===== src/rtl/cuadro_painter.sv =====
// cuadro_painter: repaints the 4x2 grid of colour squares into the frame buffer, one pixel per clock.
// Build option PAINT_DIRTY_ONLY_EN: repaint only changed squares instead of the whole frame.
module cuadro_painter #(
   parameter int AW       = 15,
   parameter int DW       = 3,
   parameter int SCREEN_W = 160,
   parameter int SCREEN_H = 120,
   parameter int SQ_W     = 40,
   parameter int SQ_H     = 60
) (
   input  logic          clk,
   input  logic          rst,
   input  logic [DW-1:0] cuadroColores0,
   input  logic [DW-1:0] cuadroColores1,
   input  logic [DW-1:0] cuadroColores2,
   input  logic [DW-1:0] cuadroColores3,
   input  logic [DW-1:0] cuadroColores4,
   input  logic [DW-1:0] cuadroColores5,
   input  logic [DW-1:0] cuadroColores6,
   input  logic [DW-1:0] cuadroColores7,
   output logic [AW-1:0] mem_px_addr,
   output logic [DW-1:0] mem_px_data,
   output logic          px_wr,
   output logic          busy,
   output logic          done,
   output logic [2:0]    dbg_state
);

   localparam int NPIX = SCREEN_W * SCREEN_H;
   localparam int XW   = (SQ_W > 1) ? $clog2(SQ_W) : 1;
   localparam int YW   = (SQ_H > 1) ? $clog2(SQ_H) : 1;
   localparam logic [XW-1:0] X_LAST = XW'(SQ_W - 1);
   localparam logic [YW-1:0] Y_LAST = YW'(SQ_H - 1);
   localparam logic [AW-1:0] LINE_STEP = AW'(SCREEN_W - SQ_W + 1);

   typedef enum logic [2:0] {
      S_IDLE  = 3'd0,
      S_LOAD  = 3'd1,
      S_PAINT = 3'd2,
      S_NEXT  = 3'd3,
      S_DONE  = 3'd4
   } state_t;

   state_t                 state_q, state_d;
   logic [7:0][DW-1:0]     shadow_q, shadow_d;
   logic [7:0]             dirty_q, dirty_d;
   logic [2:0]             sel_q, sel_d;
   logic [XW-1:0]          x_q, x_d;
   logic [YW-1:0]          y_q, y_d;
   logic [AW-1:0]          addr_q, addr_d;
   logic [DW-1:0]          data_q, data_d;
   logic                   wr_q, wr_d;

   logic [7:0][DW-1:0]     col_in;
   logic [7:0]             diff;
   logic [7:0]             dirty_upd;
   logic [2:0]             load_sq;
   logic [2:0]             next_sq;

   // Top-left pixel of square idx: row = idx[2], col = idx[1:0].
   function automatic logic [AW-1:0] base_of(input logic [2:0] idx);
      logic [AW-1:0] row_off;
      logic [AW-1:0] col_off;
      row_off = idx[2] ? AW'(SQ_H * SCREEN_W) : '0;
      col_off = AW'(SQ_W * int'(idx[1:0]));
      return row_off + col_off;
   endfunction

   function automatic logic [2:0] lowest(input logic [7:0] m);
      logic [2:0] r;
      r = '0;
      for (int i = 7; i >= 0; i--) begin
         if (m[i]) r = 3'(i);
      end
      return r;
   endfunction

   assign col_in = {cuadroColores7, cuadroColores6, cuadroColores5, cuadroColores4,
                    cuadroColores3, cuadroColores2, cuadroColores1, cuadroColores0};

   always_comb begin
      diff = '0;
      for (int i = 0; i < 8; i++) begin
         diff[i] = (col_in[i] != shadow_q[i]);
      end
   end

`ifdef PAINT_DIRTY_ONLY_EN
   assign dirty_upd = dirty_q | diff;
`else
   assign dirty_upd = (|diff) ? 8'hFF : dirty_q;
`endif

   // LOAD re-evaluates the compare so a change landing between IDLE and the snapshot is not lost.
   assign load_sq = lowest(dirty_upd);
   assign next_sq = lowest(dirty_q);

   always_comb begin
      state_d  = state_q;
      shadow_d = shadow_q;
      dirty_d  = dirty_q;
      sel_d    = sel_q;
      x_d      = x_q;
      y_d      = y_q;
      addr_d   = addr_q;
      data_d   = data_q;
      wr_d     = 1'b0;
      case (state_q)
         S_IDLE: begin
            if (|dirty_upd) begin
               dirty_d = dirty_upd;
               state_d = S_LOAD;
            end
         end
         S_LOAD: begin
            shadow_d = col_in;
            dirty_d  = dirty_upd;
            sel_d    = load_sq;
            addr_d   = base_of(load_sq);
            data_d   = col_in[load_sq];
            x_d      = '0;
            y_d      = '0;
            wr_d     = 1'b1;
            state_d  = S_PAINT;
         end
         S_PAINT: begin
            if (x_q == X_LAST) begin
               x_d = '0;
               if (y_q == Y_LAST) begin
                  dirty_d[sel_q] = 1'b0;
                  state_d        = S_NEXT;
               end else begin
                  y_d    = y_q + YW'(1);
                  addr_d = addr_q + LINE_STEP;
                  wr_d   = 1'b1;
               end
            end else begin
               x_d    = x_q + XW'(1);
               addr_d = addr_q + AW'(1);
               wr_d   = 1'b1;
            end
         end
         S_NEXT: begin
            if (|dirty_q) begin
               sel_d   = next_sq;
               addr_d  = base_of(next_sq);
               data_d  = shadow_q[next_sq];
               x_d     = '0;
               y_d     = '0;
               wr_d    = 1'b1;
               state_d = S_PAINT;
            end else begin
               state_d = S_DONE;
            end
         end
         S_DONE: begin
            state_d = S_IDLE;
         end
         default: begin
            state_d = S_IDLE;
         end
      endcase
   end

   // All squares start dirty so the first pass after reset paints the full frame.
   always_ff @(posedge clk or posedge rst) begin
      if (rst) begin
         state_q  <= S_IDLE;
         shadow_q <= '0;
         dirty_q  <= '1;
         sel_q    <= '0;
         x_q      <= '0;
         y_q      <= '0;
         addr_q   <= '0;
         data_q   <= '0;
         wr_q     <= 1'b0;
      end else begin
         state_q  <= state_d;
         shadow_q <= shadow_d;
         dirty_q  <= dirty_d;
         sel_q    <= sel_d;
         x_q      <= x_d;
         y_q      <= y_d;
         addr_q   <= addr_d;
         data_q   <= data_d;
         wr_q     <= wr_d;
      end
   end

   assign mem_px_addr = addr_q;
   assign mem_px_data = data_q;
   assign px_wr       = wr_q;
   assign busy        = (state_q != S_IDLE);
   assign done        = (state_q == S_DONE);
   assign dbg_state   = state_q;

   a_addr_in_frame: assert property (@(posedge clk) disable iff (rst)
      wr_q |-> (32'(addr_q) < NPIX));

endmodule

===== config.mk =====
export PLATFORM = sky130hd
export DESIGN_NAME = cuadro_painter
export DESIGN_NICKNAME = d
export VERILOG_FILES = /design/src/rtl/cuadro_painter.sv
export SDC_FILE = /design/constraint.sdc
export NUM_CORES = 1
export LEC_CHECK = 0
export CORE_UTILIZATION = 45
export CTS_CLUSTER_DIAMETER = 100
export DETAILED_ROUTE_END_ITERATION = 8
export MAX_ROUTING_LAYER = met4
export PLACE_DENSITY_LB_ADDON = 0.1
export SYNTH_ARGS = -nofsm -noshare
export SYNTH_HDL_FRONTEND = slang
export SYNTH_SLANG_ARGS = --single-unit

===== constraint.sdc =====
create_clock -name clk -period 6.09 [get_ports clk]
set_input_delay 0.609 -clock clk [delete_from_list [all_inputs] [get_ports clk]]
set_output_delay 0.609 -clock clk [all_outputs]
set_load 0.01 [all_outputs]

==> results.yml, run 1 <==
clock_network:
  clockRootBuffer: "clkbuf_8"
  clk_path_buf_depth: 2
  cts_tree: "done"
  htree_levels: 3
  clkSinkCount: 69
  path_clk_slew_ns: 0.08
  cts_made_buffers: 9
  ctsResizeCount: 0
  cts_setup_buffers: 0
  clk_latency_ns: 0.35
  cts_hold_buf: 0
timing:
  max_freq_mhz: 312
  finalSetupViolations: 0
  tightestPinTransition_ns: 1.17
  maxSlewViolCount: 0
  setup_tns_ns: 0
  period_share: 0.526
  rsz0062_at_grt: "no"
  final.setup_skew_ns: 0.0135
  slew_headroom: 0.216
  finalHoldViolations: 0
  min_period_ns: 3.20
logic_synthesis:
  syn_inst: 392
  ys_seq_elements: 69
  synth.most_common_cell: "dfrtp_1"
  async_flop_share: 1.00
  synth_top_cell_by_area: "dfrtp_1"
  syn_nets: 425
  ys_types: 62
  netlist_top_cells_area: "dfrtp_1 (38%), mux2_2 (7.6%), xor2_1 (6.1%)"
  synth_top_flop_cell: "dfrtp_1"
  ys_top_cells_by_count: "dfrtp_1 (61), nand2_1 (42), o21ai_0 (28), xor2_1 (28), mux2_2 (27)"
  yosysWarnings: 0
  syn_area_per_cell_sq_um: 10.2
  synth_top_area_frac: 0.381
  synth_seq_area_share: 0.433
  synth-edff-count: 0
  syn_area_sq_um: 4010
floorplan:
  rows: 34
  start_util: 0.462
  die_h_um: 96.4
  core_sq_um: 8680
  io_pins: 50
  fp.dieArea_sq_um: 9290
  die_w_um: 96.4
worst_hold_path:
  hp-start: "dirty_q[6]"
  hold_path_depth: 2
  hp-class: "flop to flop"
  worstHoldEndpoint: "dirty_q[6]"
critical_path:
  r2r.worst_path.cells: 11
  worst-setup-path-type: "flop to flop"
  r2r_start: "x_q[0]"
  path_common_cell: "ha_1"
  r2r_setup_slack_ns: 2.89
  cp.required_ns: 6.37
  worstPathCellList: "ha_1 > nor4bb_1 > nand2_1 > inv_1 > ha_1 > a41o_1 > o21ba_2 > o21ai_0 > and2_1 > o311ai_0 > o211ai_2"
  cp.arrival_ns: 3.49
  slowest_delay_ns: 0.44
  critPathSlowestCell: "nor4bb_1"
  r2r_end: "mem_px_addr[13]"
  cp_max_fo: 5
  start_kind: "flop"
  end_kind: "flop"
placed_design:
  gp_congestion: 0.900
  dpl.hpwl_mm: 7.11
  io_buffer_count: 49
route:
  initialDrtViolationCount: 206
  final_antenna_net_count: 0
  dr_total_vias: 3268
  drc_errors: 0
  via_per_inst: 5.90
  detail_route.wl_per_cell_um: 18.1
  route.final.wire_length_mm: 10.0
  drt_first_pass_iters: 5
grt:
  antenna_found_initial: 0
  grt_pass1_wl_mm: 16.1
  grt_start_max_net_pins: 70
  grtUsageTotal: 0.238
  grt.overflow.total: 0
  grt_pass1_vias: 3147
power:
  vdd_drop_max_mv: 0.129
  power_density_nw_per_um2: 200
  p_leak_uw: 0.00186
layout:
  antennaDiodeCount: 0
  final_util: 0.552
  num-nets-final: 474
  fill_cells: 794
  multiInputGateArea_sq_um: 2170
  syn_to_final_growth_pct: 19.6
  drive_gt1_frac: 0.164
  ff_latch_area_sq_um: 1740
run:
  maxCapViolCount: 0
outcome:
  outcome: "finished clean"
==> power breakdown <==
part / switching, uW / internal, uW / leakage [uW] / total [uW]
sequential: 11.6 / 470 / 0.000839 / 481
clock: 176 / 224 / 0.000104 / 400
combinational: 35.8 / 41.4 / 0.000920 / 77.2
==> logic make-up (layout without fill, tap and decap cells) <==
family / Yosys count / count (layout) / synth area share
flops: 69 / 69 / 0.433
simple gates: 137 / 137 / 0.180
buf+inv: 23 / 77 / 0.0268
fa+ha+maj: 7 / 7 / 0.0219
xor+xnor: 34 / 34 / 0.0743
mux: 36 / 36 / 0.117
compound gates: 86 / 86 / 0.146
==> worst max-delay path by stage <==
stage	start	endpoint
6_report	x_q[0]	mem_px_addr[13]
5_1_grt	x_q[0]	mem_px_addr[13]
4_1_cts	x_q[0]	mem_px_addr[7]
3_5_place_dp	x_q[0]	mem_px_addr[7]
3_3_place_gp	x_q[0]	mem_px_addr[13]
2_1_floorplan	x_q[0]	mem_px_addr[13]
==> cells in the final DEF, fill, tap and decap left out, drive strengths merged, types with 3 or more instances in the layout <==
master	n
nand2	42
ha	7
dfstp	8
o2111ai	3
o221ai	3
inv	10
mux4	6
o21ai	31
mux2	27
clkbuf	15
a31oi	3
o31ai	8
nor2	18
dfrtp	61
a211oi	4
xor2	28
nand3	17
o311ai	3
nor4	11
nand2b	6
or3	5
xnor2	6
nor3b	3
and2	3
clkdlybuf4s50	49
a21oi	16
nor3	10
a22oi	3
nand4	7
mux2i	3
==> sequential cells by signal, summed over array words and instances (netlist names), 3 cells and up <==
| register | count |
|---|---|
| shadow_q | 24 |
| y_q | 6 |
| dirty_q | 8 |
| mem_px_data | 3 |
| dbg_state | 3 |
| sel_q | 3 |
| x_q | 6 |
| mem_px_addr | 15 |
==> worst max-delay path, delay by kind of cell, from the launching register on <==
kind,cells,cell delay [ns]
buf+inv,1,0.21
flops,1,0.40
simple gates,3,0.89
fa+ha+maj,2,0.55
compound gates,5,1.08
==> stage by stage <==
stage	setup slack, ns	instances	cell area [sq um]	hold slack, ns	power, uW
after floorplan	3.37	392	4010	0.462	526
after global placement	3.08	538	4590	0.487	567
after detailed placement	2.93	538	4590	0.505	568
after CTS	2.90	554	4790	0.514	965
after global routing	2.58	554	4790	0.530	991
final	2.89	554	4790	0.510	958
==> final cells by class <==
cell class	instances	share of cell area
Clock buffer	15	0.0368
Clock inverter	1	0.00627
Inverter	10	0.00836
Multi-Input combinational cell	300	0.452
Sequential cell	69	0.362
Tap cell	108	0.0282
Timing Repair Buffer	51	0.105
==> metal layers <==
metal / up-vias / track usage / routed length, um
li1: 1544 / - / -
met1: 1603 / 0.301 / 4510
met2: 98 / 0.382 / 4820
met3: 23 / 0.0415 / 452
met4: 0 / 0.0956 / 248
met5: - / - / 0
No activity file was read; power rests on OpenSTA's default activity.
==> run 2: changes to the inputs <==
==> constraint.sdc (replaced) <==
create_clock -name clk -period 2.7 [get_ports clk]
set_input_delay 0.27 -clock clk [delete_from_list [all_inputs] [get_ports clk]]
set_output_delay 0.27 -clock clk [all_outputs]
set_load 0.01 [all_outputs]
==> run 2 against run 1 <==
  * Via count increased by 2.4%
  * Core utilization increased by 2.9 points
  * Register-to-register slack got worse by 2.8 ns
  * Clock-buffer cell count decreased by 4
  * Sequential share of layout area decreased by 1.8 points
  * Clock power increased by 140%
  * Routed wire length decreased by 0.11%
  * Cell area increased by 5.2%
  * Clock skew decreased by 0.0015 ns
==> results.yml, run 2 (synthesis results as in run 1) <==
floorplan:
  die_h_um: 96.4
  core_sq_um: 8680
  start_util: 0.462
  io_pins: 50
  fp.dieArea_sq_um: 9290
  rows: 34
  die_w_um: 96.4
critical_path:
  start_kind: "flop"
  crit_start: "x_q[0]"
  end_kind: "flop"
  r2r_setup_slack_ns: 0.11
  cp_max_fo: 5
  slowest_delay_ns: 0.42
  cp.arrival_ns: 2.86
  worstPathCellList: "ha_1 > nor4bb_4 > nand2_1 > inv_4 > ha_4 > a41o_1 > o21ba_2 > o21ai_2 > and2_1 > or4_4 > o211ai_2"
  cp.required_ns: 2.97
  r2r_end: "mem_px_addr[13]"
  r2r.worst_path.cells: 11
  critPathSlowestCell: "or4_4"
  crit_end: "mem_px_addr[13]"
  r2r_start: "x_q[0]"
  worst-setup-path-type: "flop to flop"
layout:
  largest_reg_flops: 24
  drive_gt1_frac: 0.221
  top_register: "shadow_q"
  antennaDiodeCount: 0
  final_cell_mix: "dfrtp_1 (61), clkdlybuf4s50_1 (49), nand2_1 (42)"
  final_common_cell: "dfrtp_1"
  syn_to_final_growth_pct: 25.9
  num-nets-final: 495
route:
  route.final.wire_length_mm: 10.0
  initialDrtViolationCount: 171
  final_antenna_net_count: 0
  dr_total_vias: 3345
  drt_first_pass_iters: 4
  detail_route.wl_per_cell_um: 17.4
  via_per_inst: 5.82
  drc_errors: 0
grt:
  grt_pass1_wl_mm: 16.3
  grt_start_max_net_pins: 35
  grtUsageTotal: 0.236
  grt.overflow.total: 0
  grt_pass1_vias: 3336
  antenna_found_initial: 0
timing:
  maxSlewViolCount: 0
  finalHoldViolations: 0
  final.setup_skew_ns: 0.0120
  max_freq_mhz: 386
  finalSetupViolations: 0
  period_share: 0.959
  min_period_ns: 2.59
  setup_slack_ns: 0.112
  tightestPinTransition_ns: 0.573
  setup_tns_ns: 0
  slew_headroom: 0.614
clock_network:
  clkSinkCount: 69
  cts_made_buffers: 9
  path_clk_slew_ns: 0.08
  cts_tree: "done"
  clockRootBuffer: "clkbuf_8"
  htree_levels: 3
  clk_path_buf_depth: 2
  clk_latency_ns: 0.34
  cts_hold_buf: 0
power:
  pwr-share-seq: 0.486
  net-switching-power_uw: 525
  clkPwrFrac: 0.431
  power_density_nw_per_um2: 442
  switching_share: 0.235
  intPower_uw: 1710
  share_comb_of_total_power: 0.082
  power_uw: 2230
  vdd_drop_max_mv: 0.259
  p_leak_uw: 0.00197
run:
  maxCapViolCount: 0
placed_design:
  dpl.hpwl_mm: 7.41
  io_buffer_count: 49
  dpl_worst_slack_ns: -0.0715
  gp_congestion: 0.919
worst_hold_path:
  hp-class: "input port to async pin"
outcome:
  outcome: "finished clean"
[run 2: metrics by stage]
step / cells / cell area [sq um] / utilization / hold slack, ns
after global routing: 575 / 5040 / 0.581 / 0.258
after CTS: 572 / 4970 / 0.573 / 0.215
after floorplan: 392 / 4010 / - / 0.422
final: 575 / 5040 / 0.581 / 0.213
after global placement: 556 / 4740 / 0.546 / 0.488
after detailed placement: 556 / 4740 / 0.546 / 0.506
[run 2: power groups by stage]
stage / Clock (uW) / Sequential [uW] / Combinational, uW
2_1_floorplan: 0 / 1100 / 86.1
3_3_place_gp: 0 / 1100 / 179
3_5_place_dp: 0 / 1100 / 181
4_1_cts: 982 / 1080 / 182
5_1_grt: 1020 / 1090 / 202
6_report: 962 / 1090 / 184
[run 2: how the worst min path moves through the flow]
| stage | cells after the start | endpoint |
|---|---|---|
| 2_1_floorplan | 1 | shadow_q[0] |
| 3_3_place_gp | 2 | dirty_q[6] |
| 5_1_grt | 2 | shadow_q[9] |
| 4_1_cts | 2 | shadow_q[9] |
| 6_report | 2 | shadow_q[0] |
| 3_5_place_dp | 2 | y_q[1] |
[run 2: cell type report]
class,count,area [sq um]
Tap cell,108,135
Multi-Input combinational cell,300,2230
Timing Repair Buffer,72,676
Inverter,10,42.5
Clock inverter,5,83.8
Sequential cell,69,1740
Clock buffer,11,141
Fill cell,769,3630
[run 2: critical path: cells and delay by family (launching register included)]
kind,cells,cell delay (ns)
flops,1,0.36
simple gates,4,1.11
fa+ha+maj,2,0.33
compound gates,4,0.58
buf+inv,1,0.14
[run 2: routing by layer]
metal	GRT usage	wire length (um)	vias up
met4	0.0760	85	0
met2	0.412	5130	75
li1	-	-	1593
met1	0.283	4490	1670
met5	-	0	-
met3	0.0329	309	7
[run 2: timing repair]
action	CTS	global route
buffers inserted	0	3
pin swaps	0	2
endpoints found under the setup margin	5	9
gates resized for setup	3	8
==> run 3: changes to the inputs <==
--- a/config.mk
+++ b/config.mk
@@ -5,6 +5,7 @@
 export SDC_FILE = /design/constraint.sdc
 export NUM_CORES = 1
 export LEC_CHECK = 0
+export CORE_ASPECT_RATIO = 1.4
 export CORE_UTILIZATION = 45
 export CTS_CLUSTER_DIAMETER = 100
 export DETAILED_ROUTE_END_ITERATION = 8
==> constraint.sdc (replaced) <==
create_clock -name clk -period 2.7 [get_ports clk]
set_input_delay 0.54 -clock clk [delete_from_list [all_inputs] [get_ports clk]]
set_output_delay 0.54 -clock clk [all_outputs]
set_load 0.01 [all_outputs]
==> run 3 against run 2 <==
  * Cell count up 0.52%
  * Core utilization up 1.8 points
  * Cell area up 2.2%
  * Die area about the same
  * Sequential power about the same
  * Clock power up 23%
  * Critical path type unchanged
  * Largest power group is now clock
==> results.yml, run 3 (synthesis results as in run 1) <==
outcome:
  outcome: "finished clean"
route:
  via_per_inst: 5.87
  drc_errors: 0
  dr_total_vias: 3393
  wl_met2_mm: 5.58
  route.final.wire_length_mm: 10.4
  drt_first_pass_iters: 4
  initialDrtViolationCount: 173
  detail_route.wl_per_cell_um: 18.1
  highest_layer: "met4"
  final_antenna_net_count: 0
  met3_length_um: 302
  met1Wirelength_mm: 4.28
layout:
  final_common_cell: "dfrtp_1"
  largest_reg_flops: 24
  syn_to_final_growth_pct: 28.6
  fill_cells: 745
  drive_gt1_frac: 0.228
  top_register: "shadow_q"
  num-nets-final: 501
  final_cell_mix: "dfrtp_1 (61), clkdlybuf4s50_1 (49), nand2_1 (42)"
  antennaDiodeCount: 0
  final_util: 0.599
critical_path:
  critPathSlowestCell: "or4_4"
  worstPathCellList: "ha_1 > nor4bb_4 > nand2_1 > inv_2 > ha_4 > a41o_1 > o21ba_2 > o21ai_2 > and2_1 > or4_4 > o211ai_2"
  cp.required_ns: 2.96
  cp.arrival_ns: 2.83
  cp_max_fo: 5
  end_kind: "flop"
  r2r.worst_path.cells: 11
  slowest_delay_ns: 0.42
  worst-setup-path-type: "flop to flop"
  start_kind: "flop"
placed_design:
  gp_congestion: 0.864
  io_buffer_count: 49
  dpl.hpwl_mm: 7.50
  dpl_worst_slack_ns: -0.0695
timing:
  finalSetupViolations: 0
  final.setup_skew_ns: 0.00796
  period_share: 0.952
  slew_headroom: 0.637
  rsz0062_at_grt: "no"
  max_freq_mhz: 389
  min_period_ns: 2.57
  setup_slack_ns: 0.131
  maxSlewViolCount: 0
  tightestPinTransition_ns: 0.539
  finalHoldViolations: 0
floorplan:
  die_h_um: 114
  start_util: 0.466
  io_pins: 50
  fp.dieArea_sq_um: 9290
  core_sq_um: 8610
  die_w_um: 81.8
  rows: 40
worst_hold_path:
  hold_path_depth: 2
  hp-class: "flop to flop"
clock_network:
  htree_levels: 3
  clkSinkCount: 69
  clk_latency_ns: 0.34
  cts_tree: "done"
  cts_made_buffers: 9
  clockRootBuffer: "clkbuf_16"
  cts_hold_buf: 0
  path_clk_slew_ns: 0.06
  clk_path_buf_depth: 2
run:
  maxCapViolCount: 0
power:
  power_density_nw_per_um2: 477
  p_leak_uw: 0.00204
  vdd_drop_max_mv: 0.365
  power_uw: 2460
grt:
  grt_pass1_wl_mm: 16.8
  grtUsageTotal: 0.251
  antenna_found_initial: 0
  grt.overflow.total: 0
  grt_start_max_net_pins: 70
  grt_pass1_vias: 3310
run 3: cell types whose count changed in the layout (fill, tap and decap cells not counted), sizes merged:
cell	before	now
clkinv	1	2
bufinv	2	1
buf	23	29
clkinvlp	2	1
clkbuf	11	12
run 3: per-layer routing:
| layer | global-route usage | vias to the layer above |
|---|---|---|
| met5 | - | - |
| met1 | 0.277 | 1676 |
| met4 | 0.109 | 0 |
| li1 | - | 1622 |
| met2 | 0.433 | 75 |
| met3 | 0.0416 | 20 |
run 3: final cells by class:
type / count / area [sq um] / share of cell area
multi-input combinational: 300 / 2230 / 0.433
tap: 105 / 131 / 0.0255
inverter: 10 / 40.0 / 0.00777
timing repair buffer: 78 / 721 / 0.140
sequential: 69 / 1740 / 0.337
clock inverter: 4 / 47.5 / 0.00922
clock buffer: 12 / 246 / 0.0478
run 3: worst paths after layout:
path	to	slack (ns)	start
worst min-delay path	dirty_q[6]	0.51	dirty_q[6]
worst max register to register	mem_px_addr[13]	0.13	x_q[0]
max in group asynchronous	dirty_q[0]	1.79	rst
worst max-delay path	mem_px_addr[13]	0.13	x_q[0]
worst min register to register	dirty_q[6]	0.51	dirty_q[6]
min in group asynchronous	x_q[4]	0.58	rst
run 3: power breakdown:
| group | total (uW) | leakage (uW) | internal (uW) | switching [uW] |
|---|---|---|---|---|
| logic | 189 | 0.00106 | 103 | 85.8 |
| clock network | 1180 | 0.000143 | 737 | 443 |
| registers | 1090 | 0.000839 | 1060 | 27.5 |
| total | 2460 | 0.00204 | 1900 | 556 |
run 3: critical path, delay by kind of cell (launching register included):
family / cells / cell delay, ns
simple gates: 4 / 0.88
flops: 1 / 0.38
fa+ha+maj: 2 / 0.52
buf+inv: 1 / 0.10
compound gates: 4 / 0.60
run 3: through the flow:
stage	std cells	instance area (sq um)	TNS, ns	hold slack [ns]
6_report	578	5150	0	0.511
3_5_place_dp	562	4800	-0.122	0.504
3_3_place_gp	562	4800	0	0.489
4_1_cts	578	5100	0	0.509
5_1_grt	578	5150	0	0.515
2_1_floorplan	392	4010	0	0.462
run 3: repair_timing:
item	in CTS	in global routing
pin swaps	0	2
setup buffers	0	0
endpoints found under the setup margin	4	8
gates resized for setup	4	7
==> RTL edit, RTL diff (config.mk and constraints of run 2) <==
Set the parameter `SQ_W` to 48 (it was 40).
--- a/src/rtl/cuadro_painter.sv
+++ b/src/rtl/cuadro_painter.sv
@@ -5,7 +5,7 @@
    parameter int DW       = 3,
    parameter int SCREEN_W = 160,
    parameter int SCREEN_H = 120,
-   parameter int SQ_W     = 40,
+   parameter int SQ_W     = 48,
    parameter int SQ_H     = 60
 ) (
    input  logic          clk,
Behaviour: same outputs for any inputs over 10 cycles, from zero or initial values and one cycle with rst high; that may be too few to reach the edited logic, so the function may still have changed.
==> RTL edit against run 2 <==
Total power decreased by 5.8%; setup slack improved by 0.021 ns; hold slack improved by 0.12 ns; final area up 1.9%; final cell count grew 7.5%; wire length increased by 4.1%; synthesized area up 5.0%; sequential cell count unchanged; largest cell class unchanged; largest power group unchanged.
==> RTL edit: results (changes against run 2) <==
* GR Util All Layers at 23.39% (-0.25 points)
* Place WS at 0.03212 ns (+0.1036 ns)
* Worst VDD drop at 0.2005 mV (-23%)
* Deepest clock path buffer count at 2 (unchanged)
* Met3 usage at 3.262% (-0.024 points)
* Sequential area share after synthesis at 41.27% (-2.1 points)
* Worst setup margin at 0.1335 ns (+0.02149 ns)
* Largest net degree at the start of global routing at 40 (+14%)
* GRT met1 Usage at 30.26% (+1.9 points)
* Status: completed
* Dpl hpwl at 7.668 mm (+3.5%)
* Critical Path End: mem_px_addr[12]
* Leak pwr at 2.111 nW (+7.0%)
* CTS H-tree lvls at 3 (unchanged)
* Top post-synthesis cells by area: dfrtp_1 36%, mux2_2 7.2%, xnor2_1 5.8%, dfstp_2 5.0%, nand2_1 4.5%
* Wl on met1 at 4.831 mm (+7.5%)
* CP max FO at 6 (+1)
* Via density at 5.793 (-0.42%)
* CP arrival at 2.84 ns (-0.02 ns)
* DRT Wirelength at 10.43 mm (+4.1%)
* Pint at 0.001588 W (-6.9%)
* Synthesized Nets at 482 (+13%)
* Slew @ Worst Pin at 0.6697 ns (+0.09664 ns)
* Layout cells sized above 1 at 17.84% (-4.2 points)
* Num CTS Buffers at 9 (unchanged)
* DR WL met2 at 5.126 mm (about the same)
* Number of global-route vias before repair at 3,496 (+4.8%)
* Clk. pwr at 0.000874 W (-9.1%)
* First-pass DRT Iterations at 4 (unchanged)
* Yosys cell types at 60 (-3.2%)
* Min Hold Slack at 0.3304 ns (+0.1172 ns)
* Nets at 544 (+9.9%)
* GR Layer Usage met2 at 37.16% (-4.0 points)
* Final Power at 0.002101 W (-5.8%)
* First-pass GRT wire length at 17.31 mm (+6.5%)
* Clk_skew at 0.008427 ns (-0.003572 ns)
* Synth top cells by count: 61 x dfrtp_1, 50 x nand2_1, 32 x nor2_1, 30 x o21ai_0, 28 x xnor2_1
* Starting DRT DRC Count at 125 (-27%)
* Critical-path top delay cell: dfrtp_1
* Post-synth top area share at 36.28% (-1.8 points)
* Reg power frac at 51.0% (+2.4 points)
* WL met3 at 305 um (-1.3%)
* RePlAce Congestion at 0.8448 (-8.1%)
## RTL edit: changes by cell type in the layout (fill, tap and decap cells not counted), sizes merged, moves of 5 or more
cell   delta
mux4      -5
nand4     +5
nor4      -8
a21oi     +7
nor2     +14
xor2     -22
xnor2    +22
nand3     -7
inv       +6
ha        +6
o22ai     +6
mux2i     +8
nand2     +8
## RTL edit: metrics by stage
step / cell area [um2] / util, % / cells
global placement: 4905 / 55.16 / 601
floorplan: 4208 / - / 443
finish: 5137 / 57.78 / 618
global route: 5137 / 57.78 / 618
CTS: 5106 / 57.43 / 617
detailed placement: 4905 / 55.16 / 601
## RTL edit: layout make-up
type,instances,area [um2]
well taps,108,135.1
fillers,796,3754
flip-flops and latches,69,1737
clock inverters,6,62.56
inverters,16,62.56
clock buffers,10,137.6
multi-input cells,339,2342
repair buffers,70,660.6
## RTL edit: cell families after synthesis
| kind of cell | Yosys count | synth area share, % |
|---|---|---|
| buffers and inverters | 35 | 3.776 |
| adder cells (fa/ha/maj) | 13 | 3.866 |
| flip-flops | 69 | 41.27 |
| AO/OA/AOI/OAI | 109 | 17.13 |
| multiplexers | 39 | 10.38 |
| XOR/XNOR | 34 | 7.077 |
| AND/OR/NAND/NOR | 144 | 16.50 |
## RTL edit: what timing repair did
action,4_1_cts,5_1_grt
endpoints found under the setup margin,2,4
pin swaps,0,2
gates cloned,0,0
gates resized for setup,1,5
setup buffers,0,1
## RTL edit: worst register-to-register path: cells and delay by family, from the launching register on
| kind | cells | cell delay, ns |
|---|---|---|
| fa+ha+maj | 2 | 0.48 |
| simple gates | 5 | 0.98 |
| flops | 1 | 0.41 |
| compound gates | 4 | 0.62 |
